--- src/rtl/mem_arbiter.sv ---
// Two-port (fetch/data) arbiter in front of one shared single-port memory with a fixed access
// latency. Define ARB_RR_EN for round-robin tie-breaking; otherwise the data port wins ties.
module mem_arbiter #(
  parameter int unsigned MEM_LAT = 1,
  parameter int unsigned DW      = 32,
  parameter int unsigned AW      = 32
) (
  input  logic          clk,
  input  logic          rst,
  // Instruction-fetch port
  input  logic          if_req,
  input  logic [AW-1:0] if_addr,
  output logic          if_gnt,
  output logic [DW-1:0] if_rdata,
  output logic          if_valid,
  // Data port
  input  logic          d_req,
  input  logic          d_we,
  input  logic [AW-1:0] d_addr,
  input  logic [DW-1:0] d_wdata,
  output logic          d_gnt,
  output logic [DW-1:0] d_rdata,
  output logic          d_valid,
  // Shared memory bus
  output logic          mem_en,
  output logic          mem_we,
  output logic [AW-1:0] mem_addr,
  output logic [DW-1:0] mem_wdata,
  input  logic [DW-1:0] mem_rdata,
  output logic          busy
);

  typedef enum logic [1:0] {
    StIdle,
    StSrvIf,
    StSrvD
  } state_e;

  localparam logic [3:0] LatCnt = 4'(MEM_LAT);

  state_e        state_q, state_d;
  logic [3:0]    cnt_q, cnt_d;
  logic          if_gnt_q, if_gnt_d;
  logic          d_gnt_q, d_gnt_d;
  logic          if_valid_q, if_valid_d;
  logic          d_valid_q, d_valid_d;
  logic [DW-1:0] if_rdata_q, if_rdata_d;
  logic [DW-1:0] d_rdata_q, d_rdata_d;
  logic          mem_en_q, mem_en_d;
  logic          mem_we_q, mem_we_d;
  logic [AW-1:0] mem_addr_q, mem_addr_d;
  logic [DW-1:0] mem_wdata_q, mem_wdata_d;
  logic          pick_d;

`ifdef ARB_RR_EN
  // Set when the data port took the most recent grant; resets to fetch so data wins the first tie.
  logic last_d_q, last_d_d;

  assign pick_d = d_req && (!if_req || !last_d_q);
`else
  assign pick_d = d_req;
`endif

  always_comb begin
    state_d     = state_q;
    cnt_d       = cnt_q;
    if_gnt_d    = 1'b0;
    d_gnt_d     = 1'b0;
    if_valid_d  = 1'b0;
    d_valid_d   = 1'b0;
    if_rdata_d  = if_rdata_q;
    d_rdata_d   = d_rdata_q;
    mem_en_d    = mem_en_q;
    mem_we_d    = mem_we_q;
    mem_addr_d  = mem_addr_q;
    mem_wdata_d = mem_wdata_q;
`ifdef ARB_RR_EN
    last_d_d    = last_d_q;
`endif

    unique case (state_q)
      StIdle: begin
        if (if_req || d_req) begin
          state_d     = pick_d ? StSrvD : StSrvIf;
          cnt_d       = 4'd1;
          if_gnt_d    = !pick_d;
          d_gnt_d     = pick_d;
          // The mem_* registers double as the latched request for the whole service window.
          mem_en_d    = 1'b1;
          mem_we_d    = pick_d && d_we;
          mem_addr_d  = pick_d ? d_addr : if_addr;
          mem_wdata_d = pick_d ? d_wdata : '0;
`ifdef ARB_RR_EN
          last_d_d    = pick_d;
`endif
        end
      end

      StSrvIf, StSrvD: begin
        if (cnt_q == LatCnt) begin
          state_d     = StIdle;
          cnt_d       = 4'd0;
          mem_en_d    = 1'b0;
          mem_we_d    = 1'b0;
          mem_addr_d  = '0;
          mem_wdata_d = '0;
          if (state_q == StSrvIf) begin
            if_rdata_d = mem_rdata;
            if_valid_d = 1'b1;
          end else begin
            d_valid_d = 1'b1;
            if (!mem_we_q) begin
              d_rdata_d = mem_rdata;
            end
          end
        end else begin
          cnt_d = cnt_q + 4'd1;
        end
      end

      default: begin
        state_d = StIdle;
        cnt_d   = 4'd0;
      end
    endcase
  end

  always_ff @(posedge clk or negedge rst) begin
    if (!rst) begin
      state_q     <= StIdle;
      cnt_q       <= 4'd0;
      if_gnt_q    <= 1'b0;
      d_gnt_q     <= 1'b0;
      if_valid_q  <= 1'b0;
      d_valid_q   <= 1'b0;
      if_rdata_q  <= '0;
      d_rdata_q   <= '0;
      mem_en_q    <= 1'b0;
      mem_we_q    <= 1'b0;
      mem_addr_q  <= '0;
      mem_wdata_q <= '0;
`ifdef ARB_RR_EN
      last_d_q    <= 1'b0;
`endif
    end else begin
      state_q     <= state_d;
      cnt_q       <= cnt_d;
      if_gnt_q    <= if_gnt_d;
      d_gnt_q     <= d_gnt_d;
      if_valid_q  <= if_valid_d;
      d_valid_q   <= d_valid_d;
      if_rdata_q  <= if_rdata_d;
      d_rdata_q   <= d_rdata_d;
      mem_en_q    <= mem_en_d;
      mem_we_q    <= mem_we_d;
      mem_addr_q  <= mem_addr_d;
      mem_wdata_q <= mem_wdata_d;
`ifdef ARB_RR_EN
      last_d_q    <= last_d_d;
`endif
    end
  end

  assign if_gnt    = if_gnt_q;
  assign d_gnt     = d_gnt_q;
  assign if_valid  = if_valid_q;
  assign d_valid   = d_valid_q;
  assign if_rdata  = if_rdata_q;
  assign d_rdata   = d_rdata_q;
  assign mem_en    = mem_en_q;
  assign mem_we    = mem_we_q;
  assign mem_addr  = mem_addr_q;
  assign mem_wdata = mem_wdata_q;
  assign busy      = (state_q != StIdle);

endmodule

--- config.mk ---
export PLATFORM = sky130hd
export DESIGN_NAME = mem_arbiter
export DESIGN_NICKNAME = d
export VERILOG_FILES = /design/src/rtl/mem_arbiter.sv
export SDC_FILE = /design/constraint.sdc
export NUM_CORES = 1
export LEC_CHECK = 0
export ABC_AREA = 1
export BUFFER_PORTS_ARGS = -buffer_cell sky130_fd_sc_hd__buf_2
export CORE_ASPECT_RATIO = 1.25
export CORE_UTILIZATION = 48
export CTS_BUF_LIST = sky130_fd_sc_hd__clkbuf_8
export DETAILED_ROUTE_END_ITERATION = 7
export PLACE_DENSITY = 0.91
export SLEW_MARGIN = 20
export SYNTH_ARGS = -nofsm -noshare
export SYNTH_HDL_FRONTEND = slang
export SYNTH_SLANG_ARGS = --single-unit
--- constraint.sdc ---
create_clock -name clk -period 4.64 [get_ports clk]
set_input_delay 0.464 -clock clk [delete_from_list [all_inputs] [get_ports clk]]
set_output_delay 0.464 -clock clk [all_outputs]
set_load 0.02 [all_outputs]
==> impl_metrics.json <==
{
  "grt_max_degree": 90,
  "io_pins": 268,
  "synth_cell_types": 20,
  "crit_top_cell": "nand2_1",
  "post-route-period-util_pct": 57.7,
  "grt.overflow.total": 0,
  "drive_gt1_share_pct": 29.8,
  "wirelength_um": 16400,
  "p_leak_nw": 5.02,
  "worst-path-buf-inv": 2,
  "syn_area_um2": 6300,
  "crit-reg2reg-launch": "state_q[0]$_DFFE_PN0P_",
  "r2r-end": "if_rdata[4]$_DFFE_PN0P_",
  "yosys_warnings": 0,
  "synth_common_cells": "475 x nand2_1, 140 x dfrtp_1, 45 x inv_1",
  "firstDrtPassIters": 5,
  "cp_top_family": "simple AND/OR/NAND/NOR gates",
  "cts-htree-levels": 4,
  "antenna_found_initial": 1,
  "cp-end-kind": "flip-flop",
  "synthArstFlopShare_pct": 100,
  "clockRootBuffer": "clkbuf_8",
  "finish.utilization_pct": 63.6,
  "die_w_um": 104,
  "fmax_mhz": 373,
  "hold_slack_ps": 92.3,
  "synth_nets": 941,
  "cts_resized": 0,
  "synth_area_per_cell_um2": 7.84,
  "path_max_fanout": 36,
  "core_area_um2": 12700,
  "chipHeight_um": 130,
  "fin_tns_setup_ps": 0,
  "crit_chain": "inv_1 > ha_1 > buf_4 > nand3_2 > nor2_4 > nand2_1 > nand2_1",
  "total_power_mw": 6.07,
  "powerDensity_nw_per_um2": 751,
  "port_buffers": 267,
  "vias": 6041,
  "synth_seq_cells": 140,
  "syn_to_final_growth_pct": 28.5,
  "min_period_ps": 2680,
  "fin_ws_ps": 1960,
  "max_stage_delay_ps": 750,
  "wl_per_cell_um": 13.3,
  "synth_edf_count": 0,
  "synthDominantCellAreaShare_pct": 55.6,
  "cts_hold_buf": 0,
  "ys_seq_area_share_pct": 55.6,
  "dp.final_hpwl_um": 11700,
  "detail-route-antenna-nets": 0,
  "worst_pin_slew_ps": 1010,
  "synth.area.top_cells": "dfrtp_1 56%, nand2_1 28%, nand4_1 3.3%",
  "maxCapViolations": 0,
  "dpl_cell_area_um2": 7650,
  "rsz0062_at_grt": "false",
  "fin_nets": 1187,
  "place_ws_ps": 1980,
  "critPathLaunchType": "flip-flop",
  "synth_area_leader_cell": "dfrtp_1",
  "gp_congestion": 0.891,
  "r2r_slack_ps": 1960,
  "final_cell_area_um2": 8090,
  "row_count": 46,
  "post_cts_buffers": 0,
  "relSlewSlack_pct": 32.4,
  "first_iter_violations": 342,
  "critPathSlowestCell": "nor2_4",
  "diodes": 0,
  "route.detailed.drc": 0,
  "worstPathArrival_ps": 3050,
  "cts_buffers": 17,
  "cts_sinks": 140,
  "cts_tree": "yes",
  "synth_flop_cell": "dfrtp_1",
  "finalSetupViolCount": 0,
  "path_class": "reg2reg",
  "grt_use_total_pct": 24.4,
  "viasPerCell": 4.91,
  "final.setup_skew_ps": 16.4,
  "die_area_um2": 13600,
  "start_util_pct": 49.5,
  "clk_pin_slew_worst_paths_ps": 80,
  "status": "finished clean",
  "rr_worst_depth": 7,
  "grt_pass1_wl_um": 26100,
  "cts_buffer_depth": 2,
  "dp.cells": 1198,
  "hold_violations": 0,
  "grt_pass1_vias": 5457,
  "synthCells": 803,
  "clkLatencyLatePin_ps": 440,
  "maxSlewViolCount": 0,
  "synth.most_common_cell": "nand2_1",
  "instances_no_fill": 1230,
  "vdd_drop_max_uv": 348,
  "crit_required_ps": 5010,
  "hold_class": "in2async"
}
==> state kept, by name, summed over array words and instances, names as in the netlist <==
signal	count
if_valid	1
mem_wdata	32
d_gnt	1
d_valid	1
if_gnt	1
mem_we	1
d_rdata	32
mem_en	1
if_rdata	32
state_q	2
mem_addr	32
cnt_q	4
==> layout make-up <==
class	count	area, um^2
Tap cell	168	210
Inverter	48	180
Timing Repair Buffer	274	1400
Multi-Input combinational cell	568	2360
Clock inverter	15	211
Clock buffer	17	234
Fill cell	1084	4630
Sequential cell	140	3500
==> cells by family (layout without fill, tap and decap cells) <==
group,Yosys count,in the layout,synth area share [%]
AND/OR/NAND/NOR,526,526,33.3
flip-flops,140,140,55.6
adder cells (fa/ha/maj),5,5,0.994
AO/OA/AOI/OAI,37,37,3.06
buffers and inverters,95,354,6.96
==> where the power goes <==
| part | internal [mW] | switching (mW) | leakage (nW) |
|---|---|---|---|
| registers | 1.78 | 0.305 | 1.78 |
| logic | 0.828 | 2.06 | 3.01 |
| clock network | 0.597 | 0.500 | 0.221 |
| total | 3.21 | 2.87 | 5.02 |
==> worst max path at each step <==
stage	startpoint	end	slack, ps	depth (start not counted)
after detailed placement	state_q[0]$_DFFE_PN0P_	if_rdata[4]$_DFFE_PN0P_	1980	7
after floorplan	state_q[0]$_DFFE_PN0P_	mem_addr[0]$_DFFE_PN0P_	3090	10
after global routing	state_q[0]$_DFFE_PN0P_	if_rdata[14]$_DFFE_PN0P_	1710	7
final	state_q[0]$_DFFE_PN0P_	if_rdata[4]$_DFFE_PN0P_	1960	7
after CTS	state_q[0]$_DFFE_PN0P_	if_rdata[4]$_DFFE_PN0P_	1940	7
after global placement	state_q[0]$_DFFE_PN0P_	if_rdata[18]$_DFFE_PN0P_	2090	7
==> per-layer routing <==
metal	global-route usage, %	wire, um
met1	29.1	6310
met5	0	10
met3	6.54	1290
met2	42.7	8360
met4	9.16	406
==> layout by cell type (no fill, tap or decap), drive strengths merged <==
cell      instances
clkinvlp          2
o211ai            1
inv              54
clkinv            3
nor2              8
bufinv            4
nand3b            2
nand2           477
nand4            33
dfrtp           140
o21ai            34
a21oi             2
nand3             6
ha                5
clkbuf           17
buf             274
==> worst register-to-register path, delay by kind of cell (launching register included) <==
kind	cells	cell delay, ps
flip-flops	1	400
adder cells (fa/ha/maj)	1	270
buffers and inverters	2	420
AND/OR/NAND/NOR	4	1540
(Power assumes the default switching activity.)
